$ cat src/rtl/press_sequencer_if.sv
// Command/status bundle of the push-button waveform generator.
// The master issues press commands; the slave (press_sequencer) drives the button level and status.
interface press_sequencer_if;
    logic       cmd_valid;
    logic       cmd_long;
    logic       cmd_ready;
    logic       push_button;
    logic       busy;
    logic       done;
    logic [7:0] press_count;

    modport master (
        output cmd_valid, cmd_long,
        input  cmd_ready, push_button, busy, done, press_count
    );

    modport slave (
        input  cmd_valid, cmd_long,
        output cmd_ready, push_button, busy, done, press_count
    );
endinterface

$ cat src/rtl/press_sequencer.sv
// Command-driven push-button waveform generator: one timed press plus a fixed release gap per command.
// Define BOUNCE_EMU_EN to add contact-bounce phases before and after every hold.
module press_sequencer #(
`ifdef BOUNCE_EMU_EN
    parameter int BOUNCE_N          = 4,
    parameter int BOUNCE_T          = 5,
`endif
    parameter int CLK_PER_MS        = 1,
    parameter int DEBOUNCE_P        = 300,
    parameter int SWITCH_MODE_MIN_T = 5000,
    parameter int SHORT_HOLD_T      = 500,
    parameter int LONG_MARGIN_T     = 500,
    parameter int GAP_T             = 1000
) (
    input  logic             clk,
    input  logic             rst,
    press_sequencer_if.slave bus
);
    localparam int SHORT_CYC = SHORT_HOLD_T * CLK_PER_MS;
    localparam int LONG_CYC  = (SWITCH_MODE_MIN_T + LONG_MARGIN_T) * CLK_PER_MS;
    localparam int GAP_CYC   = GAP_T * CLK_PER_MS;
`ifdef BOUNCE_EMU_EN
    localparam int PHASE_CYC = BOUNCE_T * CLK_PER_MS;
    localparam int MAX_LG    = (LONG_CYC > GAP_CYC) ? LONG_CYC : GAP_CYC;
    localparam int MAX_CYC   = (MAX_LG > PHASE_CYC) ? MAX_LG : PHASE_CYC;
    localparam int PH_W      = (BOUNCE_N > 1) ? $clog2(BOUNCE_N) : 1;
`else
    localparam int MAX_CYC   = (LONG_CYC > GAP_CYC) ? LONG_CYC : GAP_CYC;
`endif
    localparam int CNT_W     = $clog2(MAX_CYC + 1);

    // Timing must stay compatible with the receiving controller's debounce and long-press detection.
    if (!(SHORT_HOLD_T > DEBOUNCE_P && SHORT_HOLD_T < SWITCH_MODE_MIN_T && GAP_T > DEBOUNCE_P))
    begin : g_bad_timing
        $error("press_sequencer: hold/gap timing incompatible with receiver debounce");
    end
`ifdef BOUNCE_EMU_EN
    if (BOUNCE_N < 2 || (BOUNCE_N % 2) != 0 || BOUNCE_N * BOUNCE_T >= DEBOUNCE_P)
    begin : g_bad_bounce
        $error("press_sequencer: bounce train must be even, >=2 phases and shorter than debounce");
    end
`endif

    typedef enum logic [2:0] {
        S_IDLE,
        S_HOLD,
        S_GAP
`ifdef BOUNCE_EMU_EN
        , S_BOUNCE_IN
        , S_BOUNCE_OUT
`endif
    } state_e;

    state_e             state_q, state_d;
    logic [CNT_W-1:0]   cnt_q, cnt_d;
    logic               push_q, push_d;
    logic               done_q, done_d;
    logic [7:0]         count_q, count_d;
    logic               expire;
`ifdef BOUNCE_EMU_EN
    logic [PH_W-1:0]    phase_q, phase_d;
    logic               long_q, long_d;
`endif

    assign expire = (cnt_q == CNT_W'(1));

    always_comb begin
        // NOTE: every variable gets a default first, so no path through the case can infer a latch.
        state_d = state_q;
        cnt_d   = cnt_q - CNT_W'(1);
        push_d  = push_q;
        done_d  = 1'b0;
        count_d = count_q;
`ifdef BOUNCE_EMU_EN
        phase_d = phase_q;
        long_d  = long_q;
`endif
        unique case (state_q)
            S_IDLE: begin
                cnt_d = cnt_q;
                if (bus.cmd_valid) begin
                    push_d = 1'b1;
`ifdef BOUNCE_EMU_EN
                    long_d  = bus.cmd_long;
                    state_d = S_BOUNCE_IN;
                    cnt_d   = CNT_W'(PHASE_CYC);
                    phase_d = '0;
`else
                    state_d = S_HOLD;
                    cnt_d   = bus.cmd_long ? CNT_W'(LONG_CYC) : CNT_W'(SHORT_CYC);
`endif
                end
            end
`ifdef BOUNCE_EMU_EN
            // Bounce levels simply alternate; the train starts 1 going in and 0 going out.
            S_BOUNCE_IN: if (expire) begin
                cnt_d = CNT_W'(PHASE_CYC);
                if (phase_q == PH_W'(BOUNCE_N - 1)) begin
                    state_d = S_HOLD;
                    cnt_d   = long_q ? CNT_W'(LONG_CYC) : CNT_W'(SHORT_CYC);
                    push_d  = 1'b1;
                end else begin
                    phase_d = phase_q + PH_W'(1);
                    push_d  = ~push_q;
                end
            end
            S_BOUNCE_OUT: if (expire) begin
                cnt_d = CNT_W'(PHASE_CYC);
                if (phase_q == PH_W'(BOUNCE_N - 1)) begin
                    state_d = S_GAP;
                    cnt_d   = CNT_W'(GAP_CYC);
                    push_d  = 1'b0;
                end else begin
                    phase_d = phase_q + PH_W'(1);
                    push_d  = ~push_q;
                end
            end
`endif
            S_HOLD: if (expire) begin
                push_d = 1'b0;
`ifdef BOUNCE_EMU_EN
                state_d = S_BOUNCE_OUT;
                cnt_d   = CNT_W'(PHASE_CYC);
                phase_d = '0;
`else
                state_d = S_GAP;
                cnt_d   = CNT_W'(GAP_CYC);
`endif
            end
            S_GAP: if (expire) begin
                state_d = S_IDLE;
                done_d  = 1'b1;
                count_d = count_q + 8'd1;
            end
            default: begin
                state_d = S_IDLE;
                push_d  = 1'b0;
            end
        endcase
    end

    // NOTE: registers use non-blocking assignments so every flop samples pre-edge values together.
    always_ff @(posedge clk or negedge rst) begin
        if (!rst) begin
            state_q <= S_IDLE;
            cnt_q   <= '0;
            push_q  <= 1'b0;
            done_q  <= 1'b0;
            count_q <= 8'd0;
        end else begin
            state_q <= state_d;
            cnt_q   <= cnt_d;
            push_q  <= push_d;
            done_q  <= done_d;
            count_q <= count_d;
        end
    end

`ifdef BOUNCE_EMU_EN
    always_ff @(posedge clk or negedge rst) begin
        if (!rst) begin
            phase_q <= '0;
            long_q  <= 1'b0;
        end else begin
            phase_q <= phase_d;
            long_q  <= long_d;
        end
    end
`endif

    assign bus.cmd_ready   = (state_q == S_IDLE);
    assign bus.busy        = (state_q != S_IDLE);
    assign bus.push_button = push_q;
    assign bus.done        = done_q;
    assign bus.press_count = count_q;
endmodule

$ cat src/flat_wrapper.sv
// flat-port wrapper written by rule: the top's interface ports become plain ports
module press_sequencer_flat 
#(

    parameter int CLK_PER_MS        = 1,
    parameter int DEBOUNCE_P        = 300,
    parameter int SWITCH_MODE_MIN_T = 5000,
    parameter int SHORT_HOLD_T      = 500,
    parameter int LONG_MARGIN_T     = 500,
    parameter int GAP_T             = 1000
)
  (clk, rst, bus_cmd_valid, bus_cmd_long, bus_cmd_ready, bus_push_button, bus_busy, bus_done, bus_press_count);
  press_sequencer_if bus_i ();
  input  logic clk;
  input  logic rst;
  input wire logic [$bits(bus_i.cmd_valid)-1:0] bus_cmd_valid;
  input wire logic [$bits(bus_i.cmd_long)-1:0] bus_cmd_long;
  output wire logic [$bits(bus_i.cmd_ready)-1:0] bus_cmd_ready;
  output wire logic [$bits(bus_i.push_button)-1:0] bus_push_button;
  output wire logic [$bits(bus_i.busy)-1:0] bus_busy;
  output wire logic [$bits(bus_i.done)-1:0] bus_done;
  output wire logic [$bits(bus_i.press_count)-1:0] bus_press_count;
  assign bus_i.cmd_valid = bus_cmd_valid;
  assign bus_i.cmd_long = bus_cmd_long;
  assign bus_cmd_ready = bus_i.cmd_ready;
  assign bus_push_button = bus_i.push_button;
  assign bus_busy = bus_i.busy;
  assign bus_done = bus_i.done;
  assign bus_press_count = bus_i.press_count;
  press_sequencer #(.CLK_PER_MS(CLK_PER_MS), .DEBOUNCE_P(DEBOUNCE_P), .SWITCH_MODE_MIN_T(SWITCH_MODE_MIN_T), .SHORT_HOLD_T(SHORT_HOLD_T), .LONG_MARGIN_T(LONG_MARGIN_T), .GAP_T(GAP_T)) u_core (.clk(clk), .rst(rst), .bus(bus_i));
endmodule
$ cat config.mk
export PLATFORM = sky130hd
export DESIGN_NAME = press_sequencer_flat
export DESIGN_NICKNAME = d
export VERILOG_FILES = /design/src/rtl/press_sequencer_if.sv /design/src/rtl/press_sequencer.sv /design/src/flat_wrapper.sv
export SDC_FILE = /design/constraint.sdc
export NUM_CORES = 1
export LEC_CHECK = 0
export BUFFER_PORTS_ARGS = -buffer_cell sky130_fd_sc_hd__buf_2
export CAP_MARGIN = 20
export CORE_MARGIN = 2
export CORE_UTILIZATION = 40
export DETAILED_ROUTE_END_ITERATION = 10
export PLACE_DENSITY = 0.68
export SYNTH_ARGS = -nofsm -noshare
export SYNTH_HDL_FRONTEND = slang
export SYNTH_SLANG_ARGS = --single-unit
$ cat constraint.sdc
create_clock -name clk -period 2.3 [get_ports clk]
set_input_delay 0.46 -clock clk [delete_from_list [all_inputs] [get_ports clk]]
set_output_delay 0.46 -clock clk [all_outputs]
set_load 0.005 [all_outputs]
==> flow_summary.json, run 1 <==
{
  "grt.overflow.total": 0,
  "syn2layout_area_growth_pct": 8.466,
  "synth_area_per_cell_um2": 9.587,
  "unrepaired_setup_endpoints_after_global_routing": "false",
  "syn_area_um2": 1419,
  "ir_worst_vdd_uv": 532.1,
  "crit_arrival_ns": 2.43,
  "synth_sequential_area_ratio": 0.4409,
  "syn_nets": 155,
  "worst_path_dominant_cell_family": "simple AND/OR/NAND/NOR gates",
  "post_cts_buffers": 0,
  "ys_dominant_reg_cell": "sky130_fd_sc_hd__dfrtp_1",
  "critical_path.n_buffers_inverters": 1,
  "final_nets": 165,
  "timing.rr.start": "u_core.cnt_q[1]",
  "min_period_ns": 2.190,
  "fmax_mhz": 456.6,
  "num_rows": 21,
  "maxCapViolCount": 0,
  "hold_path.class": "in -> async",
  "critical_path.max_stage_delay_ns": 0.59,
  "route.final.wire_length_mm": 3.016,
  "post_route_cells_drive_above_1_share": 0.2038,
  "timing.clock.skew_ns": 0.01282,
  "drc": 0,
  "detail-route-antenna-nets": 0,
  "r2r_end": "u_core.bus.press_count[1]",
  "final.setup.worst_slack_ns": 0.1101,
  "outcome": "finished, final reports clean",
  "worstSetupPathType": "reg -> reg",
  "core_area_um2": 3363,
  "grt_antenna_before_repair": 0,
  "critical-path-slowest-cell": "sky130_fd_sc_hd__or4b_1",
  "power.density_cell_area_nw_per_um2": 657.2,
  "buffers_added_on_ports": 15,
  "finalSetupTns_ns": 0,
  "cp.required_ns": 2.54,
  "postSynthCellCount": 148,
  "die_y_um": 63.56,
  "post-route-period-util": 0.9522,
  "cts_root_buf": "sky130_fd_sc_hd__clkbuf_4",
  "post-place-ws_ns": 0.1145,
  "synth-seq-cells": 25,
  "tritoncts": "yes",
  "worstMarginPinSlew_ns": 0.5724,
  "timing.critical_path.fanout_max": 7,
  "grt_max_degree": 26,
  "final_cell_count_no_fill": 203,
  "cts_resized": 0,
  "power.total_uw": 1011,
  "fin_hold_ws_ns": 0.09831,
  "path_clk_slew_ns": 0.15,
  "cts-buffers-inserted": 3,
  "reg2regPathDepth": 5,
  "maximum_buffer_depth_of_the_clock_tree": 2,
  "postCtsHoldBufs": 0,
  "maxSlewViolCount": 0,
  "critical_path.cell_chain": "inv_1, ha_1, or4b_1, nor4_4, mux2_2",
  "die_x_um": 63.56,
  "place_congestion": 0.8726,
  "max-slew-margin-rel": 0.6184,
  "antenna_cells": 0,
  "synth-edff-count": 0,
  "firstDrtPassIters": 4,
  "routed_wire_length_per_instance_um": 14.86,
  "reg2reg_slack_ns": 0.11,
  "design.portCount": 16,
  "start_util": 0.4219,
  "grt_pass1_wl_mm": 5.402,
  "placed_cells": 199,
  "via_count_of_the_first_global_routing_pass": 1182,
  "worst_setup_path_startpoint": "u_core.cnt_q[1]",
  "finalSetupViolCount": 0,
  "via_count": 1182,
  "clk-insertion-delay-late_ns": 0.33,
  "async_flop_share": 1.000,
  "cp-end-kind": "register",
  "dieArea_um2": 4039,
  "detail_route.iter0.violations": 27,
  "synth_warnings": 0,
  "netlist-cell-type-count": 43,
  "ctsHtreeMaxLevel": 1,
  "start_kind": "register",
  "report.final.hold_viol_count": 0,
  "leakage_uw": 0.0006569,
  "route.detailed.vias_per_inst": 5.823,
  "post-dp-hpwl_mm": 2.217,
  "track_usage": 0.1668,
  "tritoncts_num_sinks": 25
}
power breakdown:
group	switching (uW)	internal (uW)	total [uW]
Sequential	101	507	608
Clock	140	66.6	206
Combinational	106	91.4	197
Total	346	665	1010
logic make-up after synthesis:
family,after synthesis,share of synthesized area
muxes,1,0.007936
xor gates and xnor gates,8,0.04938
buffers and inverters,17,0.05556
AOI/OAI and AO/OA,34,0.1561
and+or+nand+nor,60,0.2637
DFF,25,0.4409
adders and majority gates,3,0.02646
cell usage in the layout, fill, tap and decap left out, drive strengths merged, types with 2 or more instances in the layout:
master     n
buf       16
nor3       9
xnor2      6
or3b       2
dfrtp     25
o21ai     11
o31a       2
or4        5
inv        5
o22ai      2
or2        3
nor2       8
nand2      7
nand2b     3
clkinvlp   2
clkbuf     3
ha         3
a31oi      2
a21oi      6
nor4       7
o311ai     2
and3       2
nand3      6
nand4      4
xor2       2
or3        2
a211oi     2
per-layer routing:
layer	vias up	global-route usage	share of wire
met5	-	0	0
met4	0	0.04076	0.0027
met3	2	0.04821	0.056
met2	33	0.2882	0.48
met1	575	0.2036	0.46
li1	572	-	-
per-stage QoR:
stage / cell area, um2 / util
5_1_grt: 1539 / 0.4576
2_1_floorplan: 1419 / -
4_1_cts: 1533 / 0.4557
3_3_place_gp: 1503 / 0.4468
6_report: 1539 / 0.4576
3_5_place_dp: 1503 / 0.4468
how the worst max path moves through the flow:
stage	to	slack [ns]	depth (start not counted)
detailed placement	u_core.bus.press_count[1]	0.11	5
CTS	bus_cmd_ready	0.05	3
global route	u_core.bus.press_count[1]	0.008	5
floorplan	u_core.bus.press_count[1]	0.27	6
global placement	u_core.bus.press_count[1]	0.20	5
finish	u_core.bus.press_count[1]	0.11	5
synthesized netlist by cell type, types with 2 or more instances:
cell type,number,area (um2)
sky130_fd_sc_hd__or3b_2,2,17.52
sky130_fd_sc_hd__nor3_1,9,45.04
sky130_fd_sc_hd__nor4_1,5,31.28
sky130_fd_sc_hd__o21ai_0,11,55.05
sky130_fd_sc_hd__or4_4,3,33.78
sky130_fd_sc_hd__o311ai_1,2,17.52
sky130_fd_sc_hd__inv_1,5,18.77
sky130_fd_sc_hd__and3_1,2,12.51
sky130_fd_sc_hd__or3_1,2,12.51
sky130_fd_sc_hd__nand2_1,7,26.28
sky130_fd_sc_hd__buf_1,2,7.510
sky130_fd_sc_hd__a21oi_1,6,30.03
sky130_fd_sc_hd__o31a_1,2,17.52
sky130_fd_sc_hd__nor2_1,7,26.28
sky130_fd_sc_hd__buf_6,2,22.52
sky130_fd_sc_hd__or4_1,2,15.01
sky130_fd_sc_hd__a31oi_1,2,12.51
sky130_fd_sc_hd__clkbuf_1,7,26.28
sky130_fd_sc_hd__o22ai_1,2,12.51
sky130_fd_sc_hd__ha_1,3,37.54
sky130_fd_sc_hd__or2_2,2,12.51
sky130_fd_sc_hd__dfrtp_1,25,625.6
sky130_fd_sc_hd__nand4_1,4,25.02
sky130_fd_sc_hd__nand2b_1,3,18.77
sky130_fd_sc_hd__xnor2_1,6,52.55
sky130_fd_sc_hd__nand3_1,6,30.03
sky130_fd_sc_hd__xor2_1,2,17.52
sky130_fd_sc_hd__a211oi_1,2,15.01
final cells by class:
type                            instances  area (um2)
Tap cell                               46       57.56
Multi-Input combinational cell        106       716.9
Clock buffer                            3       22.52
Inverter                                6       26.28
Clock inverter                          1       7.507
Timing Repair Buffer                   16       82.58
Sequential cell                        25       625.6
Fill cell                             353        1824
flip-flops by register name, summed over array words and instances (netlist names):
name                    count
u_core.bus.done             1
u_core.bus.press_count      8
u_core.bus.push_button      1
u_core.cnt_q               13
u_core.state_q              2
Note: power is estimated with default switching activity, not from simulation.
==> run 2: changes to the inputs <==
==> constraint.sdc (replaced) <==
create_clock -name clk -period 2.8 [get_ports clk]
set_input_delay 0.56 -clock clk [delete_from_list [all_inputs] [get_ports clk]]
set_output_delay 0.56 -clock clk [all_outputs]
set_load 0.005 [all_outputs]
==> run 2 against run 1 <==
Routed wire length grew 1.8%. Die area is the same. Global-route usage grew 0.23 points. Clock skew shrank 0.0085 ns. Register-to-register slack gained 0.49 ns. Final cell count shrank 0.49%. Non-clock buffer count shrank 1. Count of clock-buffer cells in the layout is the same. First-iteration DRC count grew to 4.6 times the previous value. Critical path type is now reg -> out. Highest routed layer unchanged.
==> flow_summary.json, run 2 (same netlist as run 1, synthesis figures left out) <==
{
  "outcome": "finished, final reports clean",
  "final.setup.worst_slack_ns": 0.4810,
  "postCtsHoldBufs": 0,
  "grt_antenna_before_repair": 0,
  "tritoncts": "yes",
  "start_util": 0.4219,
  "die_x_um": 63.56,
  "finalSetupViolCount": 0,
  "reg2regPathDepth": 5,
  "syn2layout_area_growth_pct": 7.495,
  "post-dp-hpwl_mm": 2.230,
  "via_count": 1190,
  "grt.overflow.total": 0,
  "detail-route-antenna-nets": 0,
  "route.final.wire_length_mm": 3.071,
  "fillCellCount": 343,
  "area.sequential_um2": 625.6,
  "antenna_cells": 0,
  "worstSetupPathType": "reg -> out",
  "largest_reg_flops": 13,
  "post-place-ws_ns": 0.6173,
  "max-slew-margin-rel": 0.6372,
  "combPwrFrac": 0.197,
  "cts_root_buf": "sky130_fd_sc_hd__clkbuf_4",
  "cp-end-kind": "output pin",
  "via_count_of_the_first_global_routing_pass": 1197,
  "ctsHtreeMaxLevel": 1,
  "grt_pass1_wl_mm": 5.533,
  "routed_wire_length_per_instance_um": 15.20,
  "report.final.hold_viol_count": 0,
  "routed.top_layer": "met4",
  "unrepaired_setup_endpoints_after_global_routing": "false",
  "start_kind": "register",
  "maximum_buffer_depth_of_the_clock_tree": 2,
  "num_rows": 21,
  "multiInputGateArea_um2": 714.4,
  "maxCapViolCount": 0,
  "dieArea_um2": 4039,
  "track_usage": 0.1691,
  "met3_routed_wirelength_um": 178,
  "worstMarginPinSlew_ns": 0.5443,
  "timing.rr.start": "u_core.cnt_q[1]",
  "final_nets": 164,
  "final_cell_count_no_fill": 202,
  "r2r_end": "u_core.bus.press_count[1]",
  "mostFrequentLayoutCells": "25 x sky130_fd_sc_hd__dfrtp_1, 15 x sky130_fd_sc_hd__buf_2, 11 x sky130_fd_sc_hd__o21ai_0",
  "place_congestion": 0.8615,
  "timing.clock.skew_ns": 0.004336,
  "fmax_mhz": 431.2,
  "finalSetupTns_ns": 0,
  "power.density_cell_area_nw_per_um2": 550.0,
  "m1WireLength_mm": 1.381,
  "reg2reg_slack_ns": 0.60,
  "fin_hold_ws_ns": 0.1810,
  "buffers_added_on_ports": 15,
  "hold_path.class": "in -> async",
  "drc": 0,
  "leakage_uw": 0.0006528,
  "worst_setup_path_startpoint": "u_core.state_q[0]",
  "ir_worst_vdd_uv": 299.4,
  "timing.critical_path.fanout_max": 14,
  "detail_route.iter0.violations": 123,
  "cts_resized": 0,
  "min_period_ns": 2.319,
  "routed_met2_length_mm": 1.475,
  "total_switching_power_uw": 292.6,
  "post-route-period-util": 0.8282,
  "switching_part_of_the_total_power": 0.3488,
  "grt_max_degree": 26,
  "route.detailed.vias_per_inst": 5.891,
  "cell_internal_pwr_uw": 546.3,
  "post_route_cells_drive_above_1_share": 0.1923,
  "tritoncts_num_sinks": 25,
  "crit_arrival_ns": 1.76,
  "path_clk_slew_ns": 0.15,
  "placed_cells": 198,
  "power.share.sequential": 0.594,
  "cp.required_ns": 2.24,
  "core_area_um2": 3363,
  "worstSetupEndpoint": "bus_cmd_ready",
  "post_cts_buffers": 0,
  "cts-buffers-inserted": 3,
  "most_frequent_standard_cell_in_the_layout_excluding_fill_and_tap_cells": "sky130_fd_sc_hd__dfrtp_1",
  "clk-insertion-delay-late_ns": 0.33,
  "clock_power_share": 0.208,
  "die_y_um": 63.56,
  "maxSlewViolCount": 0,
  "top_register": "u_core.cnt_q",
  "design.portCount": 16,
  "firstDrtPassIters": 4
}
-- run 2: layer usage --
metal  GRT usage  vias up
li1            -      567
met1      0.2254      576
met2      0.2803       41
met3     0.03750        6
met4     0.03804        0
met5           0        -
-- run 2: worst min path at each step --
stage                                          from  depth (start not counted)                   endpoint
after global placement    u_core.bus.press_count[7]                          1  u_core.bus.press_count[7]
after detailed placement  u_core.bus.press_count[7]                          1  u_core.bus.press_count[7]
after floorplan                                 rst                          0            u_core.bus.done
final                                           rst                          1     u_core.bus.push_button
after CTS                                       rst                          1     u_core.bus.push_button
after global routing                            rst                          1     u_core.bus.push_button
-- run 2: cell type report --
cell class | instances | area share
timing repair buffer | 15 | 0.04922
clock inverter | 1 | 0.004922
inverter | 6 | 0.01477
sequential | 25 | 0.4102
clock buffer | 3 | 0.01477
tap | 46 | 0.03774
multi-input combinational | 106 | 0.4684
-- run 2: power groups by stage --
stage	combinational, uW	sequential, uW	clock (uW)
3_3_place_gp	157	500	0
3_5_place_dp	167	503	0
5_1_grt	191	510	196
6_report	166	499	175
4_1_cts	167	495	177
2_1_floorplan	159	472	0
-- run 2: stage by stage --
stage	total power [uW]	utilization	cell area, um2
6_report	838.9	0.4535	1525
5_1_grt	896.8	0.4535	1525
4_1_cts	839.5	0.4535	1525
3_5_place_dp	669.9	0.4446	1495
3_3_place_gp	657.5	0.4446	1495
2_1_floorplan	631.1	-	1419
-- run 2: critical path, cell delays in order (launching register included) --
cell                       delay, ns
sky130_fd_sc_hd__dfrtp_1        0.55
sky130_fd_sc_hd__or2_2          0.34
sky130_fd_sc_hd__clkinv_1       0.30
sky130_fd_sc_hd__buf_2          0.22
